==> config.mk <==
export PLATFORM = sky130hd
export DESIGN_NAME = pipelined_accumulator_flat
export DESIGN_NICKNAME = d
export VERILOG_FILES = /design/src/rtl/pipelined_accumulator_if.sv /design/src/rtl/pipelined_accumulator.sv /design/src/flat_wrapper.sv
export SDC_FILE = /design/constraint.sdc
export NUM_CORES = 1
export LEC_CHECK = 0
export CORE_ASPECT_RATIO = 2
export CORE_MARGIN = 2
export CORE_UTILIZATION = 30
export DETAILED_ROUTE_END_ITERATION = 8
export GPL_TIMING_DRIVEN = 0
export HOLD_SLACK_MARGIN = 0.15
export PLACE_DENSITY = 0.61
export SLEW_MARGIN = 20
export SYNTH_ARGS = -nofsm -noshare
export SYNTH_HDL_FRONTEND = slang
export SYNTH_SLANG_ARGS = --single-unit
==> constraint.sdc <==
create_clock -name clk -period 7.5 [get_ports clk]
set_input_delay 1.125 -clock clk [delete_from_list [all_inputs] [get_ports clk]]
set_output_delay 1.125 -clock clk [all_outputs]
set_load 0.005 [all_outputs]
==> src/rtl/pipelined_accumulator_if.sv <==
// Scan-engine bus: start/config handshake, memory read port and result/status outputs.
interface pipelined_accumulator_if #(
   parameter int WIDTH   = 32,
   parameter int ADDR_W  = 30,
   parameter int COUNT_W = 16
);
   logic               start;
   logic [ADDR_W-1:0]  base;
   logic [COUNT_W-1:0] length;
   logic [1:0]         mode;
   logic               stall;
   logic [ADDR_W-1:0]  mem_addr;
   logic [WIDTH-1:0]   mem_data;
   logic [WIDTH-1:0]   out;
   logic               busy;
   logic               done;
   logic               ovf;

   modport master (
      output start, base, length, mode, stall, mem_data,
      input  mem_addr, out, busy, done, ovf
   );

   modport slave (
      input  start, base, length, mode, stall, mem_data,
      output mem_addr, out, busy, done, ovf
   );
endinterface

==> src/rtl/pipelined_accumulator.sv <==
// Memory-scan/checksum engine: fetches `length` words from `base` and folds them
// through a fetch register and an accumulate register with add/sub/xor/max.
//
// state | meaning
// IDLE  | waiting for start; a zero-length scan completes from here
// RUN   | fetching one word per unstalled cycle, accumulating the previous one
// DRAIN | last word in the operand register; final accumulate and done
module pipelined_accumulator #(
   parameter int WIDTH   = 32,
   parameter int ADDR_W  = 30,
   parameter int COUNT_W = 16
) (
   input logic                    clk,
   input logic                    reset,
   pipelined_accumulator_if.slave bus
);

   typedef enum logic [1:0] {
      S_IDLE  = 2'd0,
      S_RUN   = 2'd1,
      S_DRAIN = 2'd2
   } state_t;

   state_t             state_q, state_d;
   logic [ADDR_W-1:0]  addr_q;
   logic [COUNT_W-1:0] rem_q;
   logic [WIDTH-1:0]   opnd_q;
   logic [WIDTH-1:0]   acc_q;
   logic [WIDTH-1:0]   acc_nx;
   logic [1:0]         mode_q;
   logic               vld_q;
   logic               ovf_q;
   logic               done_q;
   logic               zpend_q;
   logic               step_ovf;
   logic               accept;

   // A pending zero-length completion blocks a new start for its one cycle.
   assign accept = (state_q == S_IDLE) && bus.start && !bus.stall && !zpend_q;

   always_ff @(posedge clk or negedge reset) begin
      if (!reset) begin
         state_q <= S_IDLE;
      end else begin
         state_q <= state_d;
      end
   end

   always_comb begin
      state_d = state_q;
      case (state_q)
         S_IDLE: begin
            if (accept && (bus.length != '0)) state_d = S_RUN;
         end
         S_RUN: begin
            if (!bus.stall && (rem_q == COUNT_W'(1))) state_d = S_DRAIN;
         end
         S_DRAIN: begin
            if (!bus.stall) state_d = S_IDLE;
         end
         default: state_d = S_IDLE;
      endcase
   end

   always_comb begin
      acc_nx   = acc_q;
      step_ovf = 1'b0;
      case (mode_q)
         2'd0: begin
            acc_nx   = acc_q + opnd_q;
            step_ovf = (acc_q[WIDTH-1] == opnd_q[WIDTH-1]) && (acc_nx[WIDTH-1] != acc_q[WIDTH-1]);
         end
         2'd1: begin
            acc_nx   = acc_q - opnd_q;
            step_ovf = (acc_q[WIDTH-1] != opnd_q[WIDTH-1]) && (acc_nx[WIDTH-1] != acc_q[WIDTH-1]);
         end
         2'd2:    acc_nx = acc_q ^ opnd_q;
         default: acc_nx = (opnd_q > acc_q) ? opnd_q : acc_q;
      endcase
   end

   always_ff @(posedge clk or negedge reset) begin
      if (!reset) begin
         addr_q  <= '0;
         rem_q   <= '0;
         opnd_q  <= '0;
         acc_q   <= '0;
         mode_q  <= 2'd0;
         vld_q   <= 1'b0;
         ovf_q   <= 1'b0;
         done_q  <= 1'b0;
         zpend_q <= 1'b0;
      end else if (!bus.stall) begin
         done_q <= 1'b0;
         if (vld_q) begin
            acc_q <= acc_nx;
            if (step_ovf) ovf_q <= 1'b1;
         end
         if (state_q == S_RUN) begin
            opnd_q <= bus.mem_data;
            vld_q  <= 1'b1;
            addr_q <= addr_q + ADDR_W'(1);
            rem_q  <= rem_q - COUNT_W'(1);
         end
         if (state_q == S_DRAIN) begin
            vld_q  <= 1'b0;
            done_q <= 1'b1;
         end
         if (zpend_q) begin
            zpend_q <= 1'b0;
            done_q  <= 1'b1;
         end
         if (accept) begin
            mode_q  <= bus.mode;
            addr_q  <= bus.base;
            rem_q   <= bus.length;
            acc_q   <= '0;
            ovf_q   <= 1'b0;
            vld_q   <= 1'b0;
            zpend_q <= (bus.length == '0);
         end
      end
   end

   // done is held through stalls and only shown on an unstalled cycle.
   assign bus.mem_addr = addr_q;
   assign bus.out      = acc_q;
   assign bus.busy     = (state_q != S_IDLE);
   assign bus.done     = done_q & ~bus.stall;
   assign bus.ovf      = ovf_q;

endmodule

==> src/flat_wrapper.sv <==
// flat-port wrapper written by rule: the top's interface ports become plain ports
module pipelined_accumulator_flat 
#(
   parameter int WIDTH   = 32,
   parameter int ADDR_W  = 30,
   parameter int COUNT_W = 16
)
  (clk, reset, bus_start, bus_base, bus_length, bus_mode, bus_stall, bus_mem_data, bus_mem_addr, bus_out, bus_busy, bus_done, bus_ovf);
  pipelined_accumulator_if #(.WIDTH(WIDTH), .ADDR_W(ADDR_W), .COUNT_W(COUNT_W)) bus_i ();
  input logic clk;
  input logic reset;
  input wire logic [$bits(bus_i.start)-1:0] bus_start;
  input wire logic [$bits(bus_i.base)-1:0] bus_base;
  input wire logic [$bits(bus_i.length)-1:0] bus_length;
  input wire logic [$bits(bus_i.mode)-1:0] bus_mode;
  input wire logic [$bits(bus_i.stall)-1:0] bus_stall;
  input wire logic [$bits(bus_i.mem_data)-1:0] bus_mem_data;
  output wire logic [$bits(bus_i.mem_addr)-1:0] bus_mem_addr;
  output wire logic [$bits(bus_i.out)-1:0] bus_out;
  output wire logic [$bits(bus_i.busy)-1:0] bus_busy;
  output wire logic [$bits(bus_i.done)-1:0] bus_done;
  output wire logic [$bits(bus_i.ovf)-1:0] bus_ovf;
  assign bus_i.start = bus_start;
  assign bus_i.base = bus_base;
  assign bus_i.length = bus_length;
  assign bus_i.mode = bus_mode;
  assign bus_i.stall = bus_stall;
  assign bus_i.mem_data = bus_mem_data;
  assign bus_mem_addr = bus_i.mem_addr;
  assign bus_out = bus_i.out;
  assign bus_busy = bus_i.busy;
  assign bus_done = bus_i.done;
  assign bus_ovf = bus_i.ovf;
  pipelined_accumulator #(.WIDTH(WIDTH), .ADDR_W(ADDR_W), .COUNT_W(COUNT_W)) u_core (.clk(clk), .reset(reset), .bus(bus_i));
endmodule
==> results of run 1 <==
==> cells by family after synthesis <==
group	after synthesis
AO/OA/AOI/OAI	382
XOR/XNOR	57
adder cells (fa/ha/maj)	72
buffers and inverters	147
flip-flops	118
multiplexers	13
AND/OR/NAND/NOR	416
==> report_power, final <==
group          switching [uW]  internal, uW  total (uW)
logic                    2460          1510        3970
registers                 318           932        1250
clock network             337           560         897
total                    3120          3000        6120
==> worst max-delay path: cells and delay by family, from the launching register on <==
kind                     cells  cell delay, ns
AO/OA/AOI/OAI                9            2.57
buffers and inverters        2            0.62
flip-flops                   1            0.50
adder cells (fa/ha/maj)      1            0.49
AND/OR/NAND/NOR              1            0.20
==> layer usage <==
metal	up-vias	GRT usage	routed length, um
li1	4610	-	-
met1	4719	0.2227	12750
met2	369	0.4439	21030
met3	143	0.03909	1812
met4	0	0.1697	3121
met5	-	0	0
==> cell usage after synthesis, types with 13 or more instances <==
library cell,count
sky130_fd_sc_hd__nor2b_1,14
sky130_fd_sc_hd__dfrtp_1,118
sky130_fd_sc_hd__nand2_1,178
sky130_fd_sc_hd__clkbuf_1,48
sky130_fd_sc_hd__nand3_1,35
sky130_fd_sc_hd__o21ai_0,137
sky130_fd_sc_hd__nor2_1,82
sky130_fd_sc_hd__o21bai_1,14
sky130_fd_sc_hd__o31ai_1,16
sky130_fd_sc_hd__a21oi_1,78
sky130_fd_sc_hd__nand4_1,19
sky130_fd_sc_hd__a211oi_1,13
sky130_fd_sc_hd__xnor2_1,26
sky130_fd_sc_hd__nor3_1,31
sky130_fd_sc_hd__buf_2,15
sky130_fd_sc_hd__inv_1,73
sky130_fd_sc_hd__xor2_1,31
sky130_fd_sc_hd__ha_1,70
==> placed cells by master (no fill, tap or decap), drive strengths merged, types with 11 or more instances in the layout <==
| master | n |
|---|---|
| and3 | 12 |
| o21ai | 147 |
| xnor2 | 26 |
| o31ai | 18 |
| clkdlybuf4s50 | 147 |
| nand2b | 12 |
| nand4 | 19 |
| inv | 77 |
| o21bai | 14 |
| xor2 | 31 |
| dfrtp | 118 |
| nand2 | 178 |
| a21o | 11 |
| nor3 | 32 |
| buf | 26 |
| ha | 70 |
| clkbuf | 68 |
| a211oi | 14 |
| nor2 | 82 |
| nor2b | 14 |
| nand3 | 35 |
| a21oi | 79 |
==> registers in the layout (all words and copies together) (netlist names) <==
| name | cells |
|---|---|
| u_core.bus.out | 32 |
| u_core.zpend_q | 1 |
| u_core.done_q | 1 |
| u_core.opnd_q | 32 |
| u_core.bus.mem_addr | 30 |
| u_core.vld_q | 1 |
| u_core.rem_q | 16 |
| u_core.mode_q | 2 |
| u_core.bus.ovf | 1 |
| u_core.state_q | 2 |
==> worst max path at each step <==
stage / from / to / slack, ns / depth (start not counted)
3_5_place_dp: u_core.bus.out[1] / u_core.bus.out[31] / 3.09 / 13
3_3_place_gp: reset / u_core.bus.out[17] / 0.28 / 1
6_report: u_core.bus.out[1] / u_core.bus.out[28] / 3.00 / 13
2_1_floorplan: u_core.bus.out[0] / u_core.bus.out[29] / 4.40 / 15
4_1_cts: u_core.bus.out[1] / u_core.bus.out[28] / 3.06 / 13
5_1_grt: u_core.bus.out[0] / u_core.bus.out[28] / 2.79 / 14
==> stage by stage <==
step / cells / util / cell area [um^2]
finish: 1809 / 0.3878 / 12190
global route: 1809 / 0.3878 / 12190
CTS: 1809 / 0.3878 / 12190
detailed placement: 1777 / 0.3678 / 11560
global placement: 1776 / 0.3668 / 11530
floorplan: 1205 / - / 9515
==> final cells by class <==
cell class	count	area [um^2]	area share
multi-input combinational	940	5961	0.4891
sequential	118	2953	0.2423
timing repair buffer	149	1514	0.1242
tap	423	529.3	0.04342
clock buffer	19	432.9	0.03552
buffer	73	324.1	0.02659
inverter	74	277.8	0.02279
clock inverter	13	196.4	0.01612
==> impl_metrics.yaml, run 1 <==
setup_path:
  path_class: "reg -> reg"
  worstPathRequired_ns: 7.84
  path_max_fanout: 10
  cp_common_cell: "sky130_fd_sc_hd__a21oi_1"
  cp_cell_sequence: "inv_1 > fa_1 > nand2b_1 > a21oi_1 > o21ai_2 > o311ai_4 > o2111ai_2 > a21oi_1 > o221ai_2 > a21oi_2 > buf_2 > a22oi_1 > o31ai_1"
  critical_path.reg2reg.endpoint: "u_core.bus.out[28]"
  worst_r2r_startpoint: "u_core.bus.out[1]"
  critPathLaunchType: "flop"
  critPathMaxStageDelay_ns: 0.69
  r2r.worst_path.cells: 13
  reg2reg_slack_ns: 3.00
  critical_path_arrival_ns: 4.85
  setup.worst_path.end_class: "flop"
  cpMaxStageDelayCell: "sky130_fd_sc_hd__a21oi_2"
detailed_routing:
  post_drt_wl_per_cell_um: 21.40
  dr_total_vias: 9841
  number_of_nets_with_antenna_violations_after_routing: 0
  drt_iter0_drc: 500
  detail_route.wirelength_mm: 38.71
  via_density_per_instance: 5.440
  drc_errors: 0
  detail_route.first_pass.iterations: 6
die:
  initial_utilization: 0.3028
  io_pins: 149
  floorplan.core_area_um2: 31430
  die_area_um2: 33240
  chipWidth_um: 129.9
  core.rowCount: 92
  dieHeight_um: 255.9
clocking:
  cts_root_buffer: "sky130_fd_sc_hd__clkbuf_16"
  cts_max_level: 4
  cts_sinks: 118
  cts_repair_resizes: 0
  cts-root-to-sink-buffers: 2
  clk_transition_reported_paths_ns: 0.06
  tritoncts_clock_tree: "yes"
  postCtsHoldBufs: 0
  postCtsSetupRepairBufs: 0
  clkLatencyLatePin_ns: 0.45
  cts-buffers-inserted: 17
logic_synthesis:
  mappedNetlistArea_um2: 9515
  ys_seq_elements: 118
  synth_top_family_by_area: "compound AO/OA/AOI/OAI gates"
  share_of_the_synthesized_area_in_compound_gates_ao_oa_aoi_oai: 0.2621
  synth_top_cell_by_area: "sky130_fd_sc_hd__dfrtp_1"
  synth-seq-area-share: 0.3103
  number_of_enable_flip_flop_cells_after_synthesis: 0
  ys_dominant_reg_cell: "sky130_fd_sc_hd__dfrtp_1"
  synthAdderAreaFrac: 0.09625
  yosysUniqueCellTypes: 82
  synth-simple-area-share: 0.1992
  synth-xor-area-share: 0.05247
  syn_inst: 1205
  syn_avg_cell_area_um2: 7.897
  yosys_warnings: 0
  post_synth_mux_area_share: 0.01644
  top_cells_by_area_in_the_synthesized_netlist: "sky130_fd_sc_hd__dfrtp_1, sky130_fd_sc_hd__ha_1, sky130_fd_sc_hd__o21ai_0"
  ys_async_sr_fraction: 1.000
  synth_top_area_share: 0.3103
  synth_nets: 1361
layout:
  filler_cell_count: 3264
  insertedDiodeCount: 0
  synthToLayoutAreaGrowth_pct: 28.09
  nNetsFinal: 1529
  drive_gt1_frac: 0.05700
sta:
  finalMaxSlewViolations: 0
  fin_crit_sh: 0.6004
  clock-skew-final_ns: 0.008349
  fin_tns_setup_ns: 0
  setup_viol: 0
  finalCriticalPeriod_ns: 4.503
  crit_path_setup_slack_layout_ns: 2.997
  timing.slew.headroom: 0.2458
  final_hold_viol_count: 0
  final.hold.worst_slack_ns: 0.4837
  clock.fmax_mhz: 222.1
  setup_repair_after_global_routing_missed_its_margin: "false"
  worst_slew_pin_slew_ns: 1.127
job:
  maxCapViolCount: 0
outcome:
  outcome: "finished, final reports clean"
power_and_ir_drop:
  cellPowerDensity_nw_per_um2: 502.1
  ir_drop_uv: 218.4
  pnr_total_power_uw: 6119
  leakage_power_summed_over_all_cells_uw: 0.005022
grt:
  total_overflow_reported_by_the_global_router: 0
  grt_antenna_before_repair: 0
  first_global_vias: 10340
  gr-usage-all-layers: 0.2365
  grt_first_pass_wirelength_mm: 58.94
  grt_start_max_net_pins: 85
placed_design:
  place_hpwl_mm: 30.25
  gp_congestion: 0.9848
  numPortBuffers: 148
  detailedPlace.worstSlack_ns: 3.093
worst_hold_path:
  hold_end: "u_core.done_q"
  hold_path.startpoint: "u_core.done_q"
  timing.hold.worst.class: "reg -> reg"
  hold_path_depth: 2
Power figures use the tool's default switching activity.
==> run 2: changes to the inputs <==
PLACE_DENSITY = 0.62   (was 0.61)
clock period = 4 ns   (was 7.5 ns; I/O delays follow)
==> impl_metrics.yaml, run 2 (synthesized netlist as in run 1, its figures left out) <==
grt:
  first_global_vias: 10400
  grt_antenna_before_repair: 0
  grt_start_max_net_pins: 61
  grt_first_pass_wirelength_mm: 59.65
  gr-usage-all-layers: 0.2408
  total_overflow_reported_by_the_global_router: 0
detailed_routing:
  via_density_per_instance: 5.414
  drc_errors: 0
  drt_iter0_drc: 610
  dr_total_vias: 9810
  detail_route.first_pass.iterations: 5
  number_of_nets_with_antenna_violations_after_routing: 0
  detail_route.wirelength_mm: 39.38
  post_drt_wl_per_cell_um: 21.73
clocking:
  cts_sinks: 118
  cts-buffers-inserted: 17
  cts-root-to-sink-buffers: 2
  clkLatencyLatePin_ns: 0.45
  cts_root_buffer: "sky130_fd_sc_hd__clkbuf_16"
  tritoncts_clock_tree: "yes"
  clk_transition_reported_paths_ns: 0.06
  cts_max_level: 4
sta:
  worst_slew_pin_slew_ns: 1.077
  finalCriticalPeriod_ns: 3.883
  final_hold_viol_count: 0
  clock-skew-final_ns: 0.01229
  timing.slew.headroom: 0.2794
  setup_repair_after_global_routing_missed_its_margin: "false"
  fin_tns_setup_ns: 0
  fin_crit_sh: 0.9708
  setup_viol: 0
  finalMaxSlewViolations: 0
  clock.fmax_mhz: 257.5
  crit_path_setup_slack_layout_ns: 0.1167
die:
  dieHeight_um: 255.9
  initial_utilization: 0.3028
  core.rowCount: 92
  floorplan.core_area_um2: 31430
  chipWidth_um: 129.9
  io_pins: 149
  die_area_um2: 33240
layout:
  insertedDiodeCount: 0
  layout_commonest_cell: "sky130_fd_sc_hd__nand2_1"
  multi_input_area_um2: 5983
  layout.cells.most_common_list: "sky130_fd_sc_hd__nand2_1, sky130_fd_sc_hd__clkdlybuf4s50_1, sky130_fd_sc_hd__o21ai_0, sky130_fd_sc_hd__dfrtp_1, sky130_fd_sc_hd__nor2_1"
  nNetsFinal: 1533
  post-route-util: 0.3900
  drive_gt1_frac: 0.06192
  seqCellArea_um2: 2953
  synthToLayoutAreaGrowth_pct: 28.81
  stdcell_count: 1812
  filler_cell_count: 3278
setup_path:
  reg2reg_slack_ns: 0.12
  worst_r2r_startpoint: "u_core.bus.out[0]"
  path_max_fanout: 10
  critPathLaunchType: "flop"
  critical_path.reg2reg.endpoint: "u_core.bus.out[7]"
  path_class: "reg -> reg"
  worstPathRequired_ns: 4.36
  critical_path_arrival_ns: 4.24
  r2r.worst_path.cells: 14
  setup.worst_path.end_class: "flop"
worst_hold_path:
  hold_path.startpoint: "u_core.done_q"
  timing.hold.worst.class: "reg -> reg"
  hold_path_depth: 2
  hold_end: "u_core.done_q"
placed_design:
  numPortBuffers: 148
  placedCellCount: 1777
  detailedPlace.worstSlack_ns: -0.3304
  gp_congestion: 0.9874
  place_hpwl_mm: 30.93
outcome:
  outcome: "finished, final reports clean"
power_and_ir_drop:
  pnr_total_power_uw: 11560
  leakage_power_summed_over_all_cells_uw: 0.005052
  ir_drop_uv: 412.4
  cellPowerDensity_nw_per_um2: 943.4
job:
  maxCapViolCount: 0
[run 2: changes by cell type in the layout (fill, tap and decap cells not counted)]
cell | previous run | this run
sky130_fd_sc_hd__a221oi_1 | 5 | 4
sky130_fd_sc_hd__clkinv_2 | 0 | 1
sky130_fd_sc_hd__clkinvlp_4 | 2 | 3
sky130_fd_sc_hd__a221oi_2 | 0 | 1
sky130_fd_sc_hd__a211oi_1 | 13 | 12
sky130_fd_sc_hd__buf_12 | 0 | 1
sky130_fd_sc_hd__a21oi_4 | 0 | 1
sky130_fd_sc_hd__clkinv_4 | 4 | 3
sky130_fd_sc_hd__clkbuf_1 | 50 | 48
sky130_fd_sc_hd__a21oi_1 | 78 | 77
sky130_fd_sc_hd__buf_2 | 15 | 13
sky130_fd_sc_hd__buf_4 | 2 | 6
sky130_fd_sc_hd__a211oi_2 | 1 | 2
sky130_fd_sc_hd__dlygate4sd3_1 | 0 | 1
[run 2: per-stage QoR]
step / area, um^2 / hold slack (ns)
detailed placement: 11560 / 0.4718
global placement: 11530 / 0.4654
global route: 12260 / 0.5059
finish: 12260 / 0.4840
CTS: 12240 / 0.4835
floorplan: 9515 / 0.3044
[run 2: routing by layer]
layer | track usage | vias up | part of all wire
met4 | 0.1673 | 0 | 0.075
met2 | 0.4562 | 297 | 0.55
li1 | - | 4616 | -
met5 | 0 | - | 0
met3 | 0.04599 | 135 | 0.043
met1 | 0.2215 | 4762 | 0.33
[run 2: cell type report]
class                      count  share of cell area
inverter                      74             0.02266
sequential                   118              0.2409
multi-input combinational    940              0.4882
clock buffer                  17             0.03471
buffer                        73             0.02685
tap                          423             0.04318
timing repair buffer         153              0.1272
clock inverter                14             0.01633
[run 2: timing repair]
item | CTS | global route
pin swaps | 1 | 0
endpoints found under the hold margin | 58 | 0
setup buffers | 3 | 0
gates resized for setup | 3 | 3
hold buffers | 1 | 0
endpoints found under the setup margin | 29 | 17
[run 2: worst max path at each step]
stage | startpoint | endpoint | slack [ns]
floorplan | u_core.bus.out[0] | u_core.bus.out[29] | 0.90
global placement | reset | u_core.bus.mem_addr[18] | -2.70
detailed placement | u_core.bus.out[0] | u_core.bus.out[20] | -0.33
CTS | u_core.bus.out[0] | u_core.bus.out[31] | 0.05
global route | u_core.bus.out[1] | u_core.bus.out[20] | 0.01
finish | u_core.bus.out[0] | u_core.bus.out[7] | 0.12
[run 2: where the power goes]
group	internal, uW	switching, uW
Sequential	1750	589
Clock	1040	645
Combinational	2880	4660
[run 2: worst max-delay path: stages, from the launching register on]
cell and delay, ns:
sky130_fd_sc_hd__dfrtp_1 0.40, sky130_fd_sc_hd__inv_1 0.06, sky130_fd_sc_hd__ha_1 0.23, sky130_fd_sc_hd__fa_1 0.42
sky130_fd_sc_hd__nand2b_1 0.21, sky130_fd_sc_hd__a21oi_2 0.21, sky130_fd_sc_hd__o21ai_2 0.14, sky130_fd_sc_hd__o311ai_4 0.39
sky130_fd_sc_hd__o2111ai_2 0.26, sky130_fd_sc_hd__a21oi_1 0.27, sky130_fd_sc_hd__o221ai_2 0.17, sky130_fd_sc_hd__a21oi_4 0.23
sky130_fd_sc_hd__buf_12 0.15, sky130_fd_sc_hd__buf_2 0.37, sky130_fd_sc_hd__a32o_1 0.28
==> run 3: changes to the inputs <==
ABC_CLOCK_PERIOD_IN_PS = 4000   (was default)
RECOVER_POWER = 50   (was default)
==> impl_metrics.yaml, run 3 (synthesized netlist as in run 1, its figures left out) <==
power_and_ir_drop:
  internal_power_uw: 5620
  share_clk_of_total_power: 0.147
  ir_drop_uv: 412.5
  pwr-share-comb: 0.651
  leakage_power_summed_over_all_cells_uw: 0.005103
  cellPowerDensity_nw_per_um2: 937.8
  switchingPower_uw: 5872
  pnr_total_power_uw: 11490
  power_frac_seq: 0.203
  sw_frac_of_total: 0.5110
placed_design:
  placed_cell_area_um2: 11560
  numPortBuffers: 148
  gp_congestion: 0.9874
  place_hpwl_mm: 30.93
detailed_routing:
  detail_route.first_pass.iterations: 5
  via_density_per_instance: 5.414
  number_of_nets_with_antenna_violations_after_routing: 0
  drt_iter0_drc: 617
  dr_total_vias: 9810
  drc_errors: 0
  detail_route.wirelength_mm: 39.40
  post_drt_wl_per_cell_um: 21.75
sta:
  finalMaxSlewViolations: 59
  clock-skew-final_ns: 0.01155
  fin_crit_sh: 0.9739
  finalCriticalPeriod_ns: 3.896
  final_hold_viol_count: 0
  setup_viol: 0
  timing.slew.headroom: -0.8618
  clock.fmax_mhz: 256.7
  setup_repair_after_global_routing_missed_its_margin: "false"
  worst_slew_pin_slew_ns: 2.793
grt:
  grt.met1_usage: 0.2215
  grt_antenna_before_repair: 0
  fraction_of_met2_tracks_used_by_global_routing: 0.4562
  gr-usage-all-layers: 0.2408
  grt_most_used_layer: "met2"
  grt_start_max_net_pins: 61
  use_met3: 0.04599
  grt_first_pass_wirelength_mm: 59.65
  first_global_vias: 10400
  total_overflow_reported_by_the_global_router: 0
setup_path:
  critical_path_arrival_ns: 4.25
  path_class: "reg -> reg"
  path_max_fanout: 10
  worstPathRequired_ns: 4.35
  critPathLaunchType: "flop"
  setup.worst_path.end_class: "flop"
die:
  dieHeight_um: 255.9
  io_pins: 149
  chipWidth_um: 129.9
  initial_utilization: 0.3028
  floorplan.core_area_um2: 31430
  core.rowCount: 92
  die_area_um2: 33240
layout:
  synthToLayoutAreaGrowth_pct: 28.78
  seqCellArea_um2: 2953
  nNetsFinal: 1533
  filler_cell_count: 3279
  layout.cells.most_common_list: "sky130_fd_sc_hd__nand2_1, sky130_fd_sc_hd__o21ai_0, sky130_fd_sc_hd__dfrtp_1, sky130_fd_sc_hd__clkdlybuf4s50_1, sky130_fd_sc_hd__nor2_1"
  layout_commonest_cell: "sky130_fd_sc_hd__nand2_1"
  insertedDiodeCount: 0
  multi_input_area_um2: 5983
  final_cell_area_um2: 12250
  drive_gt1_frac: 0.06120
clocking:
  tritoncts_clock_tree: "yes"
  cts-root-to-sink-buffers: 2
  cts_max_level: 4
  cts_sinks: 118
  cts-buffers-inserted: 17
  cts_root_buffer: "sky130_fd_sc_hd__clkbuf_16"
  clkLatencyLatePin_ns: 0.45
  clk_transition_reported_paths_ns: 0.06
outcome:
  violations: "max-capacitance violations, max-slew violations"
  outcome: "finished, violations left"
worst_hold_path:
  timing.hold.worst.class: "reg -> reg"
job:
  maxCapViolCount: 1
==> run 3: power groups by stage <==
| stage | Sequential [uW] | Clock, uW | Combinational [uW] |
|---|---|---|---|
| after floorplan | 2220 | 0 | 4710 |
| final | 2330 | 1680 | 7480 |
| after global placement | 2330 | 0 | 7270 |
| after global routing | 2410 | 1760 | 8140 |
| after CTS | 2330 | 1720 | 7430 |
| after detailed placement | 2350 | 0 | 7350 |
==> run 3: stage by stage <==
| stage | setup WS (ns) | utilization | hold slack (ns) | instances | TNS [ns] |
|---|---|---|---|---|---|
| 2_1_floorplan | 0.8991 | - | 0.3044 | 1205 | 0 |
| 3_3_place_gp | -2.699 | 0.3668 | 0.4654 | 1776 | -325.58 |
| 3_5_place_dp | -0.3304 | 0.3678 | 0.4718 | 1777 | -6.896 |
| 4_1_cts | 0.05286 | 0.3896 | 0.4835 | 1812 | 0 |
| 5_1_grt | 0.01445 | 0.3900 | 0.5059 | 1812 | 0 |
| 6_report | 0.1045 | 0.3900 | 0.4802 | 1812 | 0 |
==> run 3: cell type report <==
type | count | area share
Inverter | 74 | 0.02267
Clock buffer | 17 | 0.03471
Multi-Input combinational cell | 940 | 0.4883
Timing Repair Buffer | 153 | 0.1270
Buffer | 73 | 0.02685
Tap cell | 423 | 0.04319
Clock inverter | 14 | 0.01634
Sequential cell | 118 | 0.2410
==> run 3: timing repair <==
action / 4_1_cts / 5_1_grt
endpoints found under the setup margin: 29 / 17
pin swaps: 1 / 0
resized for setup: 3 / 3
hold buffers: 1 / 0
endpoints found under the hold margin: 58 / 0
setup buffers: 3 / 0
==> run 3: metal layers <==
layer / routed length (um) / part of all wire
met2: 21710 / 0.55
met4: 2971 / 0.075
met3: 1670 / 0.042
met5: 0 / 0
met1: 13050 / 0.33
==> run 3: worst max-delay path, cell delays in order, from the launching register on <==
cell,delay [ns]
sky130_fd_sc_hd__dfrtp_1,0.39
sky130_fd_sc_hd__inv_1,0.06
sky130_fd_sc_hd__ha_1,0.23
sky130_fd_sc_hd__fa_1,0.43
sky130_fd_sc_hd__nand2b_1,0.21
sky130_fd_sc_hd__a21oi_2,0.21
sky130_fd_sc_hd__o21ai_2,0.14
sky130_fd_sc_hd__o311ai_4,0.39
sky130_fd_sc_hd__o2111ai_2,0.26
sky130_fd_sc_hd__a21oi_1,0.27
sky130_fd_sc_hd__o221ai_2,0.17
sky130_fd_sc_hd__a21oi_4,0.23
sky130_fd_sc_hd__buf_12,0.15
sky130_fd_sc_hd__buf_2,0.37
sky130_fd_sc_hd__a32o_1,0.29
==> run 3: path summary, 6_finish.rpt <==
kind	startpoint	to	slack, ns	cells after the start
worst max-delay path	u_core.bus.out[0]	u_core.bus.out[7]	0.10	14
worst min-delay path	u_core.done_q	u_core.done_q	0.48	2
worst max register to register	u_core.bus.out[0]	u_core.bus.out[7]	0.10	14
worst min register to register	u_core.done_q	u_core.done_q	0.48	2
max in group asynchronous	reset	u_core.bus.mem_addr[0]	0.69	2
min in group asynchronous	reset	u_core.bus.out[19]	1.70	2
==> edit 1: new RTL, flow settings as in run 1 <==
Make the reset (`reset`) synchronous in 2 clocked blocks.
--- a/src/rtl/pipelined_accumulator.sv
+++ b/src/rtl/pipelined_accumulator.sv
@@ -38,7 +38,7 @@
    // A pending zero-length completion blocks a new start for its one cycle.
    assign accept = (state_q == S_IDLE) && bus.start && !bus.stall && !zpend_q;
 
-   always_ff @(posedge clk or negedge reset) begin
+   always_ff @(posedge clk) begin
       if (!reset) begin
          state_q <= S_IDLE;
       end else begin
@@ -79,7 +79,7 @@
       endcase
    end
 
-   always_ff @(posedge clk or negedge reset) begin
+   always_ff @(posedge clk) begin
       if (!reset) begin
          addr_q  <= '0;
          rem_q   <= '0;
Check against the original RTL: differs if reset is asserted again (counterexample within 4 cycles, from zero or initial values and one cycle with reset low); with reset held inactive, the same outputs for 4 cycles.
==> edit 1 against run 1 <==
- fmax fell by 1.1%
- routed wire length rose by 10%
- synthesized area rose by 1.4%
- sequential share of layout area fell by 4.9 points
- sequential cell count did not move
- setup slack got worse by 51 ps
- via count rose by 12%
- design area rose by 0.43%
- non-clock buffer count rose by 9
- critical path type unchanged
Power is not compared: it rests on default switching activity, and its combinational part moved more than twofold at a synthesized area within 25%.
==> edit 1: results (changes against run 1) <==
| Metric | Value |
|---|---|
| DR vias/cell | 5.698 (+4.7%) |
| Signal buf overhead | 14.80% (-0.28 points) |
| Seq_cells | 118 (unchanged) |
| First-pass GRT wire length | 63940 um (+8.5%) |
| Hold_sp | u_core.opnd_q[28] |
| Vias in the first global route | 11.24k (+8.7%) |
| Drt wl/cell | 22.02 um (+2.9%) |
| Non-clk invs | 83 (+12%) |
| Status | complete, no violations |
| Met2 usage | 48.15% (+3.8 points) |
| Largest net degree at the start of global routing | 17 (-80%) |
| Top post-synthesis cells by count | nand2_1 (145), a21oi_1 (136), nor2_1 (131) |
| Met1 WL | 13710 um (+7.6%) |
| Drt initial violations | 760 (+52%) |
| Worst Path Arrival | 4910 ps (+60 ps) |
| Fin nets | 1658 (+8.4%) |
| Area growth, synth to finish | 26.81% |
| Met1 Track Usage GR | 23.18% (+0.91 points) |
| Share of cells above drive strength 1 | 4.169% (-1.5 points) |
| Multi-input gate share of total cell area | 54.38% (+5.5 points) |
| Sequential Area | 0.002362 mm^2 (-20%) |
| Comb_multi_in | 1047 (+11%) |
| Ant diodes | 1 (+1) |
| Synth top area cells | dfxtp_1 (24%), ha_1 (9.6%), a21oi_1 (7.1%) |
| XOR/XNOR share of the synthesized area | 4.174% (-1.1 points) |
| Non-clk bufs | 231 (+4.1%) |
| Total power | 2.586 mW |
| Post-DP HPWL | 33270 um (+10%) |
| Synth Area in Compound Gates | 32.00% (+5.8 points) |
| Synthesized net count | 1491 (+9.6%) |
| Pre-CTS WS | 3103 ps (+9.450 ps) |
[edit 1: changes by cell type after synthesis, moves of 10 or more]
cell / change
nand3_1: +14
dfrtp_1: -118
dfxtp_1: +118
o21ai_0: -60
clkbuf_1: +21
buf_2: -12
nor2_1: +49
nand2_1: -33
xor2_1: -11
a311oi_1: +10
a21oi_1: +58
a211oi_1: +34
[edit 1: worst paths after layout]
check                           slack [ps]  cells after the start                 to
worst min-delay path                   480                      2  u_core.opnd_q[28]
worst min register to register         480                      2  u_core.opnd_q[28]
worst max-delay path                  2950                     14  u_core.bus.out[7]
worst max register to register        2950                     14  u_core.bus.out[7]
[edit 1: worst max-delay path: stages (launching register included)]
cell and delay, ps:
dfxtp_1 410, inv_1 70, ha_1 260, clkbuf_1 430, inv_1 210, nor3_1 340
nand2_1 140, a211oi_1 800, or2_1 260, o41a_1 270, a31o_1 190, buf_6 180
clkbuf_1 610, nand2_1 120, a21oi_1 160
==> edit 2: new RTL, settings of run 1 <==
Made on the original files. `ADDR_W` is set to 30 in 3 places; all go to 15.
--- a/src/rtl/pipelined_accumulator_if.sv
+++ b/src/rtl/pipelined_accumulator_if.sv
@@ -1,7 +1,7 @@
 // Scan-engine bus: start/config handshake, memory read port and result/status outputs.
 interface pipelined_accumulator_if #(
    parameter int WIDTH   = 32,
-   parameter int ADDR_W  = 30,
+   parameter int ADDR_W  = 15,
    parameter int COUNT_W = 16
 );
    logic               start;
--- a/src/rtl/pipelined_accumulator.sv
+++ b/src/rtl/pipelined_accumulator.sv
@@ -7,7 +7,7 @@
 // DRAIN | last word in the operand register; final accumulate and done
 module pipelined_accumulator #(
    parameter int WIDTH   = 32,
-   parameter int ADDR_W  = 30,
+   parameter int ADDR_W  = 15,
    parameter int COUNT_W = 16
 ) (
    input logic                    clk,
--- a/src/flat_wrapper.sv
+++ b/src/flat_wrapper.sv
@@ -2,7 +2,7 @@
 module pipelined_accumulator_flat 
 #(
    parameter int WIDTH   = 32,
-   parameter int ADDR_W  = 30,
+   parameter int ADDR_W  = 15,
    parameter int COUNT_W = 16
 )
   (clk, reset, bus_start, bus_base, bus_length, bus_mode, bus_stall, bus_mem_data, bus_mem_addr, bus_out, bus_busy, bus_done, bus_ovf);
Ports: changed (resized bus_base and bus_mem_addr); port bits go from 149 to 119. The function was not compared with the original's and may differ.
==> edit 2 against run 1 <==
- synthesized area fell by 4.9%
- design area decreased by 9.4%
- routed wire length decreased by 9.7%
- power is 0.30% higher
- setup slack got worse by 110 ps
- sequential share of layout area down 0.87 points
- non-clock buffer count down 29
- sequential cell count down 15
- critical endpoint is now u_core.bus.out[25]
==> edit 2: results (changes against run 1) <==
| Metric | Value |
|---|---|
| Fill count | 3191 (-2.2%) |
| Worst Path Arrival | 4890 ps (+40 ps) |
| Crit path capture | u_core.bus.out[25] |
| Vias in the first global route | 9326 (-9.8%) |
| Max transition margin | 30.47% (+5.9 points) |
| Multi-input gate area | 0.005908 mm^2 (-0.88%) |
| Seq. pwr | 1.11 mW (-11%) |
| DR vias | 9543 (-3.0%) |
| GRT Total Usage | 22.06% (-1.6 points) |
| Slowest cell on crit path | clkbuf_1 |
| Status | complete, no violations |
| Drt wl/cell | 20.88 um (-2.4%) |
| Sequential-to-total area share from yosys stat | 28.48% (-2.6 points) |
| Synth top area cells | dfrtp_1 (28%), ha_1 (9.7%), o21ai_0 (6.7%) |
| Critical path's largest stage delay | 650 ps (-40 ps) |
| Routability Congestion | 0.9886 (+0.39%) |
| Min Hold Slack | 494.2 ps (+10.56 ps) |
| TritonCTS Buffers | 9 (-8) |
| Largest net degree at the start of global routing | 72 (-15%) |
| XOR/XNOR share of the synthesized area | 4.065% (-1.2 points) |
| Drt pass-1 iters | 5 (-1) |
| Worst R2R Path Depth | 11 (-2) |
| First-pass GRT wire length | 54320 um (-7.8%) |
| Post-DP HPWL | 26290 um (-13%) |
| Post-synthesis adder-cell area fraction | 10.12% (+0.50 points) |
| Worst skew pair latency | 400 ps (-50 ps) |
| R2R setup slack | 2890 ps (-110 ps) |
| Crit. Startpoint | u_core.bus.out[2] |
| Multiplexer share of the synthesized area | 2.793% (+1.1 points) |
| Clock-net power | 0.518 mW (-42%) |
| Reg2reg end | u_core.bus.out[25] |
| Layout Skew | 20.31 ps (+11.96 ps) |
| Synthesized net count | 1311 (-3.7%) |
| Fin crit period | 4610 ps (+106.8 ps) |
| Top post-synthesis cells by count | nand2_1 (151), o21ai_0 (122), dfrtp_1 (103) |
| Gate Count Post-Synth | 1170 (-2.9%) |
| Share of cells above drive strength 1 | 3.678% (-2.0 points) |
-- edit 2: layer usage --
layer  track usage [%]  share of wire, %  up-vias  wire length [um]
li1                  -                 -     4482                 -
met1             28.90                43     4585             14920
met2             35.99                47      395             16420
met3             3.751               6.5       81              2263
met4             8.728               3.8        0              1333
met5                 0                 0        -                 0
-- edit 2: area by class of cell --
cell class                 count  share of cell area (%)
sequential                   103                   23.35
clock inverter                 7                  0.8276
multi-input combinational    919                   53.53
buffer                        74                   2.596
timing repair buffer         119                   10.96
inverter                      74                   2.517
tap                          368                   4.172
clock buffer                   9                   2.041
-- edit 2: metrics by stage --
step                      power [mW]  instance area, um^2
after floorplan                4.065                 9050
after CTS                      6.046                11040
after global routing           6.628                11040
final                          6.137                11040
after detailed placement       5.496                10720
after global placement         5.501                10690
